### src/rtl/adc_stream_capture.sv
`default_nettype none
// ============================================================================
// adc_stream_capture - registers a parallel ADC stream, decimates, triggers,
// and buffers a fixed-length capture in a small show-ahead FIFO.
// Revision: 1.0
// ============================================================================
module adc_stream_capture #(
   parameter int DW        = 10,
   parameter int FIFO_LOG2 = 2,
   parameter int LEN_W     = 16
) (
   input  logic             clk,
   input  logic             n_reset,
   input  logic [DW-1:0]    adc_data,
   input  logic             arm,
   input  logic             trig_en,
   input  logic [DW-1:0]    trig_level,
   input  logic [7:0]       decim,
   input  logic [LEN_W-1:0] length,
   output logic [15:0]      out_data,
   output logic             out_valid,
   input  logic             out_ready,
   output logic             busy,
   output logic             done,
   output logic             overflow
);

   localparam int DEPTH = 1 << FIFO_LOG2;

   localparam logic [1:0] S_IDLE    = 2'd0;
   localparam logic [1:0] S_WAIT    = 2'd1;
   localparam logic [1:0] S_CAPTURE = 2'd2;
   localparam logic [1:0] S_DONE    = 2'd3;

   localparam logic [FIFO_LOG2-1:0] PTR_ONE = 1;
   localparam logic [FIFO_LOG2:0]   CNT_ONE = 1;
   localparam logic [LEN_W-1:0]     LEN_ONE = 1;

   logic [1:0]           state;
   logic [DW-1:0]        s0;
   logic [DW-1:0]        s1;
   logic [DW-1:0]        trig_level_l;
   logic [7:0]           decim_l;
   logic [7:0]           dcnt;
   logic [LEN_W-1:0]     rem;
   logic [DW:0]          mem [DEPTH];
   logic [FIFO_LOG2-1:0] wr_ptr;
   logic [FIFO_LOG2-1:0] rd_ptr;
   logic [FIFO_LOG2:0]   count;

   logic        trig_hit;
   logic        tick;
   logic        last;
   logic        full;
   logic        push;
   logic        pop;
   logic [DW:0] head;
   logic [15:0] data_word;

   always_comb begin
      trig_hit  = (state == S_WAIT) && (s1 < trig_level_l) && (s0 >= trig_level_l);
      tick      = trig_hit || ((state == S_CAPTURE) && (dcnt == 8'd0));
      last      = (rem == LEN_ONE);
      // Occupancy never exceeds DEPTH, so the top count bit alone means full.
      full      = count[FIFO_LOG2];
      push      = tick && !full;
      out_valid = (count != '0);
      pop       = out_valid && out_ready;
      busy      = (state == S_WAIT) || (state == S_CAPTURE);
      done      = (state == S_DONE);
      head      = mem[rd_ptr];
      data_word = '0;
      data_word[DW-1:0] = head[DW-1:0];
      data_word[15]     = head[DW];
      out_data  = out_valid ? data_word : 16'd0;
   end

   always_ff @(posedge clk) begin
      if (!n_reset) begin
         state        <= S_IDLE;
         s0           <= '0;
         s1           <= '0;
         trig_level_l <= '0;
         decim_l      <= '0;
         dcnt         <= '0;
         rem          <= '0;
         wr_ptr       <= '0;
         rd_ptr       <= '0;
         count        <= '0;
         overflow     <= 1'b0;
      end else begin
         s0 <= adc_data;
         s1 <= s0;
         if (arm) begin
            // A new arm wins over any tick or pop in the same cycle.
            trig_level_l <= trig_level;
            decim_l      <= decim;
            dcnt         <= '0;
            rem          <= length;
            wr_ptr       <= '0;
            rd_ptr       <= '0;
            count        <= '0;
            overflow     <= 1'b0;
            if (length == '0) begin
               state <= S_DONE;
            end else if (trig_en) begin
               state <= S_WAIT;
            end else begin
               state <= S_CAPTURE;
            end
         end else begin
            if (trig_hit) begin
               dcnt <= '0;
            end else if (state == S_CAPTURE) begin
               dcnt <= (dcnt == decim_l) ? 8'd0 : dcnt + 8'd1;
            end

            if (tick) begin
               rem <= rem - LEN_ONE;
               if (full) begin
                  overflow <= 1'b1;
               end
               if (last) begin
                  state <= S_DONE;
               end else if (trig_hit) begin
                  state <= S_CAPTURE;
               end
            end

            if (push) begin
               wr_ptr <= wr_ptr + PTR_ONE;
            end
            if (pop) begin
               rd_ptr <= rd_ptr + PTR_ONE;
            end
            if (push && !pop) begin
               count <= count + CNT_ONE;
            end else if (!push && pop) begin
               count <= count - CNT_ONE;
            end
         end
      end
   end

   // Storage has no reset; entries are only visible behind a nonzero count.
   always_ff @(posedge clk) begin
      if (n_reset && !arm && push) begin
         mem[wr_ptr] <= {last, s0};
      end
   end

endmodule
`default_nettype wire

### config.mk
export PLATFORM = sky130hd
export DESIGN_NAME = adc_stream_capture
export DESIGN_NICKNAME = d
export VERILOG_FILES = /design/src/rtl/adc_stream_capture.sv
export SDC_FILE = /design/constraint.sdc
export NUM_CORES = 1
export LEC_CHECK = 0
export ABC_CLOCK_PERIOD_IN_PS = 3200
export BUFFER_PORTS_ARGS = -buffer_cell sky130_fd_sc_hd__buf_2
export CAP_MARGIN = 15
export CORE_MARGIN = 5
export CORE_UTILIZATION = 40
export CTS_CLUSTER_SIZE = 25
export DETAILED_ROUTE_END_ITERATION = 12
export MAX_ROUTING_LAYER = met4
export SKIP_LAST_GASP = 1
export SLEW_MARGIN = 20
export SYNTH_ARGS = -nofsm -noshare
export SYNTH_HDL_FRONTEND = slang
export SYNTH_SLANG_ARGS = --single-unit
export TNS_END_PERCENT = 5
### constraint.sdc
create_clock -name clk -period 3.2 [get_ports clk]
set_input_delay 0.32 -clock clk [delete_from_list [all_inputs] [get_ports clk]]
set_output_delay 0.32 -clock clk [all_outputs]
set_load 0.05 [all_outputs]
==> results of run 1 <==
## layout by cell type (no fill, tap or decap), types with 9 or more instances in the layout
| cell | instances |
|---|---|
| nor2b_1 | 18 |
| xnor2_1 | 27 |
| nand3_1 | 10 |
| inv_1 | 23 |
| edfxtp_1 | 44 |
| a21oi_1 | 20 |
| nor2_1 | 29 |
| and2_1 | 35 |
| buf_2 | 63 |
| nor3_2 | 9 |
| mux4_2 | 11 |
| dfxtp_1 | 72 |
| o21ai_0 | 20 |
| nand2_1 | 11 |
| mux2i_1 | 20 |
| buf_4 | 12 |
| ha_1 | 27 |
| clkbuf_16 | 17 |
## power breakdown
| part | leakage, nW | switching (mW) | internal (mW) |
|---|---|---|---|
| Sequential | 1.01 | 0.0520 | 1.61 |
| Clock | 0.277 | 0.692 | 1.15 |
| Combinational | 1.31 | 0.370 | 0.233 |
## logic make-up after synthesis
kind of cell / Yosys count
flip-flops: 118
AND/OR/NAND/NOR: 153
AO/OA/AOI/OAI: 55
multiplexers: 32
adder cells (fa/ha/maj): 32
XOR/XNOR: 35
other: 1
buffers and inverters: 49
## area by class of cell
cell class	instances	area (sq um)	area share, %
clock inverters	14	153.9	2.304
clock buffers	18	429.2	6.426
multi-input cells	312	2575	38.55
flip-flops and latches	118	2805	42.00
repair buffers	75	405.4	6.070
well taps	176	220.2	3.297
inverters	24	90.09	1.349
## path summary, 6_finish.rpt
check                                startpoint        to  slack (ps)  cells past startpoint
worst max-delay path            trig_level_l[6]  count[2]         160                     14
worst min-delay path                adc_data[8]     s0[8]         110                      2
worst max register to register  trig_level_l[6]  count[2]         160                     14
worst min register to register         overflow  overflow         500                      2
## routing by layer
metal / GRT usage, % / wire length, um / vias up
met1: 19.14 / 5296 / 1706
met2: 23.72 / 5432 / 77
met3: 4.132 / 460 / 9
li1: - / - / 1812
met4: 6.246 / 96 / 0
met5: - / 0 / -
## sequential cells by signal, indices dropped and copies added, names as in the netlist, named ones only
name and cells:
decim_l 8, count 3, rd_ptr 2, dcnt 8
wr_ptr 2, overflow 1, s1 10, mem 44
trig_level_l 10, state 2, s0 10, rem 16
## metrics by stage
step                      setup TNS, ps  power (mW)  instances  instance area, sq um  hold slack, ps
after floorplan                       0       2.128        479                  5503           447.3
after global placement                0       2.269        705                  6007           488.4
after detailed placement         -29.83       2.282        705                  6007           493.2
after CTS                             0       4.139        737                  6590           91.79
after global routing                  0       4.302        737                  6679           101.0
final                                 0       4.112        737                  6679           108.3
## worst reg2reg max path, cell delays in order, from the launching register on
cell	delay, ps
dfxtp_1	340
inv_1	90
ha_4	240
and3_4	190
a221oi_4	250
o21ai_2	100
o2bb2ai_2	140
or3_4	340
inv_1	70
ha_2	180
inv_1	60
fa_1	370
xor2_1	180
or3_1	300
a21oi_1	140
## repair_timing
action,in CTS,in global routing
gates resized for setup,1,15
endpoints found under the setup margin,1,1
pin swaps,0,2
buffers inserted,0,0
==> results.toml, run 1 <==
[drt]
num_vias = 3604
drtIter0Drc = 161
drtPass1Iterations = 4
antenna_left = 0
routed_wl_mm = 11.29
vias_per_cell = 4.890
drc = 0
post_drt_wl_per_cell_um = 15.31

[timing]
finalCriticalPeriod_ps = 3036
slew_headroom_pct = 48.34
setup_ws_ps = 163.6
tightest_slew_ps = 773.8
finClkSkew_ps = 10.98
hold_violations = 0
max_freq_ghz = 0.3293
setup_viol_count_final = 0
drv_slew = 0
finalCritPeriodShare_pct = 94.89
grt_setup_unrepaired = "no"

[logic_synthesis]
synthTopCellsByCount = "74 x dfxtp_1, 44 x edfxtp_1, 35 x and2_1"
synth_top_family_by_area = "simple AND/OR/NAND/NOR gates"
synth.most_common_cell = "dfxtp_1"
async_flop_share_pct = 0
synth-main-ff-cell = "dfxtp_1"
yosys.area_share.simple_pct = 17.74
syn_avg_cell_area_sq_um = 11.55
synth_compound_area_share_pct = 5.882
ys_seq_area_share_pct = 51.07
ys_warn_count = 0
synthTopCellsByArea = "dfxtp_1 27%, edfxtp_1 24%, ha_1 7.1%, mux4_2 4.5%, xnor2_1 4.3%"
synth_fa_ha_area_share_pct = 7.433
synth-seq-cells = 118
synth_cell_types = 56
synth-edff-count = 44
syn_inst = 475
yosysTopAreaCell = "dfxtp_1"
synth_area_sq_mm = 0.005488
yosys.area.top_type_share_pct = 26.99
yosys-mux-area-fraction_pct = 8.368
synth_xor_area_share_pct = 5.586

[global_route]
grt_first_pass_wirelength_mm = 18.65
grt_max_degree = 58
grt_usage_pct = 15.33
antenna_found_initial = 0
grt_pass1_vias = 3771
gr-total-overflow = 0

[die]
io_pins = 69
fp.dieW_um = 127.1
rows = 42
start_util_pct = 41.11
die_h_um = 127.1
die-area_sq_mm = 0.01616
core_area_sq_mm = 0.01335

[final_layout]
antenna_cells = 0
postLayoutCoreUtil_pct = 50.04
drive_above_1_share_pct = 27.45
fillers = 1205
nets = 629
syn2layout_area_growth_pct = 21.71

[clock_network]
clkLatencyLatePin_ps = 410
cts_sinks = 118
hold_buffers = 0
clockRootBuffer = "clkbuf_16"
cts_buffers = 17
cts_tree = "yes"
cts_max_level = 4
clk_pin_slew_ps = 60
clock_path_buffers = 2

[setup_path]
timing.critical_path.buf_inv = 3
cp.required_ps = 3550
cp.arrival_ps = 3380
crit_type = "reg -> reg"
end_kind = "register"
crit_fanout = 2
startpoint_type = "register"
slowest_delay_ps = 370
cp_cell_sequence = "inv_1 > ha_4 > and3_4 > a221oi_4 > o21ai_2 > o2bb2ai_2 > or3_4 > inv_1 > ha_2 > inv_1 > fa_1 > xor2_1 > or3_1 > a21oi_1"
crit_top_cell = "inv_1"
path_delay_family = "simple AND/OR/NAND/NOR gates"
critPathSlowestCell = "fa_1"

[placement]
io_buffers = 63
gp_congestion = 0.7971
place_worst_setup_slack_ps = -29.83
hpwlAfterDp_mm = 8.003

[status]
outcome = "complete, no violations"

[job]
drv_cap = 0

[pwr]
vdd_drop_max_uv = 364.9
leakagePower_nw = 2.595
power_density_mw_per_mm2 = 615.7

[hold_path]
min_path_type = "in -> reg"
Power figures use the tool's default switching activity.
==> run 2, diff against run 1 <==
--- a/config.mk
+++ b/config.mk
@@ -13,6 +13,7 @@
 export CTS_CLUSTER_SIZE = 25
 export DETAILED_ROUTE_END_ITERATION = 12
 export MAX_ROUTING_LAYER = met4
+export PLACE_DENSITY = 0.64
 export SKIP_LAST_GASP = 1
 export SLEW_MARGIN = 20
 export SYNTH_ARGS = -nofsm -noshare
==> run 2 against run 1 <==
  * Sequential power hardly changed
  * Power decreased by 1.6%
  * Clock skew is 4.3 ps lower
  * Largest power group unchanged
  * Clock power down 3%
  * Register-to-register slack about the same
  * Critical path depth did not move
  * Worst hold slack better by 4.3 ps
  * Fmax down 0.29%
  * First-iteration DRC count rose by 9.9%
==> results.toml, run 2 (synthesis results as in run 1) <==
[status]
outcome = "complete, no violations"

[final_layout]
antenna_cells = 0
postLayoutCoreUtil_pct = 49.63
top_register = "mem"
nets = 630
syn2layout_area_growth_pct = 20.72
layout_commonest_cell = "dfxtp_1"
drive_above_1_share_pct = 26.87
final_cell_mix = "73 x dfxtp_1, 63 x buf_2, 44 x edfxtp_1, 35 x and2_1"
largest_reg_flops = 44
reg_top3 = "mem (44), rem (16)"

[die]
rows = 42
die-area_sq_mm = 0.01616
io_pins = 69
start_util_pct = 41.11
fp.dieW_um = 127.1
core_area_sq_mm = 0.01335
die_h_um = 127.1

[timing]
finalSetupTns_ps = 0
finalCriticalPeriod_ps = 3045
max_freq_ghz = 0.3284
tightest_slew_ps = 732.7
hold_ws_ps = 112.6
drv_slew = 0
hold_violations = 0
grt_setup_unrepaired = "no"
setup_viol_count_final = 0
finClkSkew_ps = 6.721
finalCritPeriodShare_pct = 95.17
slew_headroom_pct = 51.09

[global_route]
antenna_found_initial = 0
grt_usage_pct = 14.60
grt_max_degree = 57
grt_pass1_vias = 3653
gr-total-overflow = 0
grt_first_pass_wirelength_mm = 17.70

[drt]
drc = 0
vias_per_cell = 4.867
routed_wl_mm = 11.02
wl_met2_mm = 5.202
antenna_left = 0
drtIter0Drc = 177
wirelength_met1_mm = 5.145
post_drt_wl_per_cell_um = 14.93
num_vias = 3592
drtPass1Iterations = 4
met3_length_um = 519
routed.top_layer = "met4"

[setup_path]
path_delay_family = "compound AO/OA/AOI/OAI gates"
slowest_delay_ps = 330
critPathSlowestCell = "or3_4"
r2r-start = "trig_level_l[5]"
reg2reg_slack_ps = 150
crit_fanout = 2
cp.required_ps = 3540
worstSetupStartpoint = "trig_level_l[5]"
startpoint_type = "register"
cp.arrival_ps = 3380
endpoint = "count[2]"
crit_type = "reg -> reg"
timing.critical_path.buf_inv = 3
r2r-end = "count[2]"
worstSetupPathDepth = 14
end_kind = "register"
crit_top_cell = "inv_1"
reg2reg_depth = 14
cp_cell_sequence = "inv_1 > ha_1 > a21o_1 > a221oi_2 > o21ai_2 > o2bb2ai_2 > or3_4 > inv_1 > ha_2 > inv_1 > fa_2 > xor2_1 > or3_1 > a21oi_2"

[clock_network]
cts_buffers = 17
cts_sinks = 118
cts_max_level = 4
cts_tree = "yes"
clock_path_buffers = 2
clk_pin_slew_ps = 60
clockRootBuffer = "clkbuf_16"
clkLatencyLatePin_ps = 410
hold_buffers = 0

[pwr]
power_density_mw_per_mm2 = 611.0
leakagePower_nw = 2.594
vdd_drop_max_uv = 374.0

[hold_path]
min_path_type = "in -> reg"

[placement]
gp_congestion = 0.8248
io_buffers = 63
hpwlAfterDp_mm = 7.798

[job]
drv_cap = 0
-- run 2: cell types whose count changed in the layout (fill, tap and decap cells not counted), moves of 2 or more --
cell and change:
inv_6 +3, a211oi_1 +2, a211oi_2 -2, ha_1 +2, ha_4 -2
-- run 2: worst min path at each step --
| stage | cells past startpoint | startpoint | end |
|---|---|---|---|
| 5_1_grt | 2 | adc_data[1] | s0[1] |
| 3_3_place_gp | 2 | trig_level_l[5] | trig_level_l[5] |
| 4_1_cts | 2 | adc_data[1] | s0[1] |
| 2_1_floorplan | 1 | adc_data[0] | s0[0] |
| 3_5_place_dp | 2 | trig_level_l[3] | trig_level_l[3] |
| 6_report | 2 | adc_data[1] | s0[1] |
-- run 2: per-layer routing --
| layer | vias up | GRT usage [%] |
|---|---|---|
| li1 | 1817 | - |
| met3 | 16 | 4.633 |
| met2 | 72 | 22.38 |
| met4 | 0 | 5.300 |
| met1 | 1687 | 18.22 |
| met5 | - | - |
-- run 2: stage by stage --
| stage | total power [mW] | std cells | instance area, sq um | setup slack, ps |
|---|---|---|---|---|
| finish | 4.048 | 738 | 6625 | 154.6 |
| global route | 4.239 | 738 | 6625 | 9.307 |
| CTS | 4.093 | 738 | 6583 | 36.66 |
| detailed placement | 2.278 | 706 | 6015 | 32.09 |
| global placement | 2.265 | 706 | 6015 | 77.99 |
| floorplan | 2.128 | 479 | 5503 | 64.85 |
-- run 2: timing repair --
item | CTS | global route
pin swaps | 0 | 1
setup buffers | 0 | 0
endpoints found under the setup margin | 1 | 1
resized for setup | 1 | 9
-- run 2: layout make-up --
type | count | area, sq um
timing repair buffer | 76 | 412.9
clock inverter | 15 | 142.6
sequential | 118 | 2804
inverter | 24 | 90.09
tap | 176 | 220.2
clock buffer | 17 | 425.4
fill | 1213 | 6723
multi-input combinational | 312 | 2530
-- run 2: power by group --
group,total [mW],internal (mW),switching (mW)
sequential,1.66,1.61,0.0514
combinational,0.594,0.228,0.365
clock,1.79,1.08,0.710
total,4.05,2.92,1.13
==> run 3, diff against run 2 <==
--- a/config.mk
+++ b/config.mk
@@ -14,6 +14,7 @@
 export DETAILED_ROUTE_END_ITERATION = 12
 export MAX_ROUTING_LAYER = met4
 export PLACE_DENSITY = 0.64
+export RECOVER_POWER = 50
 export SKIP_LAST_GASP = 1
 export SLEW_MARGIN = 20
 export SYNTH_ARGS = -nofsm -noshare
==> run 3 against run 2 <==
  * Final cell count is the same
  * Utilization is 0.24 points lower
  * Power shrank 0.18%
  * The flow now finishes with violations (capacitance limit, slew limit)
  * First-iteration DRC count is 1.1% lower
  * Register-to-register slack about the same
  * Routed wire length hardly changed
  * Via count up 0.25%
  * Design area fell by 0.49%
  * Critical path type unchanged
  * Worst hold slack barely moved
  * Highest routed layer unchanged
  * Setup slack worse by 1.7 ps
==> results.toml, run 3 (synthesis results as in run 1) <==
[global_route]
antenna_found_initial = 0
grt_usage_pct = 14.60
grt_max_degree = 57
grt_first_pass_wirelength_mm = 17.70
gr-total-overflow = 0
grt_pass1_vias = 3653

[clock_network]
cts_buffers = 17
clkLatencyLatePin_ps = 410
clock_path_buffers = 2
clockRootBuffer = "clkbuf_16"
clk_pin_slew_ps = 60
hold_buffers = 0
cts_max_level = 4
cts_sinks = 118
cts_tree = "yes"

[die]
core_area_sq_mm = 0.01335
io_pins = 69
die_h_um = 127.1
fp.dieW_um = 127.1
rows = 42
die-area_sq_mm = 0.01616
start_util_pct = 41.11

[setup_path]
path_delay_family = "compound AO/OA/AOI/OAI gates"
slowest_delay_ps = 330
timing.critical_path.buf_inv = 3
crit_type = "reg -> reg"
cp.arrival_ps = 3380
startpoint_type = "register"
cp.required_ps = 3540
crit_top_cell = "inv_1"
cp_cell_sequence = "inv_1 > ha_1 > a21o_1 > a221oi_2 > o21ai_2 > o2bb2ai_2 > or3_4 > inv_1 > ha_2 > inv_1 > fa_2 > xor2_1 > or3_1 > a21oi_2"
critPathSlowestCell = "or3_4"
crit_fanout = 2
end_kind = "register"

[pwr]
leakagePower_nw = 2.561
report.power.total_mw = 4.041
vdd_drop_max_uv = 373.3
power_density_mw_per_mm2 = 612.9

[final_layout]
top_register = "mem"
multiInputGateArea_sq_mm = 0.002510
design_area_sq_mm = 0.006593
reg_top3 = "mem (44), rem (16)"
syn2layout_area_growth_pct = 20.13
layout.cells.non_filler = 738
largest_reg_flops = 44
layout_commonest_cell = "dfxtp_1"
antenna_cells = 0
postLayoutCoreUtil_pct = 49.39
fillers = 1213
drive_above_1_share_pct = 25.27
final_cell_mix = "73 x dfxtp_1, 59 x buf_2, 44 x edfxtp_1, 29 x nor2_1, 29 x ha_1"
nets = 630
regArea_sq_mm = 0.002804

[timing]
drv_slew = 57
hold_ws_ps = 112.4
finalCritPeriodShare_pct = 95.22
max_freq_ghz = 0.3282
grt_setup_unrepaired = "no"
tightest_slew_ps = 2041
slew_headroom_pct = -36.05
finClkSkew_ps = 6.356
hold_violations = 0
setup_ws_ps = 152.9
setup_viol_count_final = 0
finalSetupTns_ps = 0
finalCriticalPeriod_ps = 3047

[drt]
vias_per_cell = 4.879
drc = 0
post_drt_wl_per_cell_um = 14.93
routed_wl_mm = 11.02
drtIter0Drc = 175
num_vias = 3601
antenna_left = 0
drtPass1Iterations = 4

[placement]
gp_congestion = 0.8248
hpwlAfterDp_mm = 7.798
dp_cells = 706
io_buffers = 63
post_dp_cell_area_sq_mm = 0.006015
place_worst_setup_slack_ps = 32.09

[job]
drv_cap = 1

[hold_path]
min_path_type = "in -> reg"

[status]
outcome = "finished, violations left"
violations = "capacitance limit, slew limit"
[run 3: cell count changes in the layout (fill, tap and decap cells not counted), sizes merged]
cell,before,now
buf,76,70
clkbuf,17,23
[run 3: worst paths after layout]
kind,to,slack [ps],depth (start not counted),startpoint
max,count[2],150,14,trig_level_l[5]
min,s0[1],110,2,adc_data[1]
max reg2reg,count[2],150,14,trig_level_l[5]
min reg2reg,trig_level_l[5],500,2,trig_level_l[5]
[run 3: report_power, final]
part / internal, mW / switching [mW] / total, mW
Sequential: 1.61 / 0.0497 / 1.66
Combinational: 0.224 / 0.365 / 0.589
Clock: 1.08 / 0.709 / 1.79
[run 3: layer usage]
metal	wire [um]	GRT usage, %	vias to the layer above
li1	-	-	1822
met4	155	5.300	0
met2	5205	22.38	67
met1	5195	18.22	1696
met3	459	4.633	16
met5	0	-	-
[run 3: final cells by class]
cell class | instances | area share [%]
flip-flops and latches | 118 | 42.53
multi-input cells | 312 | 38.07
clock buffers | 17 | 6.453
repair buffers | 76 | 6.073
well taps | 176 | 3.340
clock inverters | 15 | 2.164
inverters | 24 | 1.366
[run 3: what timing repair did]
item | 4_1_cts | 5_1_grt
pin swaps | 0 | 1
resized for setup | 1 | 9
buffers inserted | 0 | 0
endpoints found under the setup margin | 1 | 1
[run 3: worst register-to-register path, cell delays in order, from the launching register on]
cell and delay, ps:
dfxtp_2 320, inv_1 50, ha_1 290, a21o_1 190, a221oi_2 280, o21ai_2 110
o2bb2ai_2 140, or3_4 330, inv_1 70, ha_2 180, inv_1 60, fa_2 330
xor2_1 170, or3_1 320, a21oi_2 140
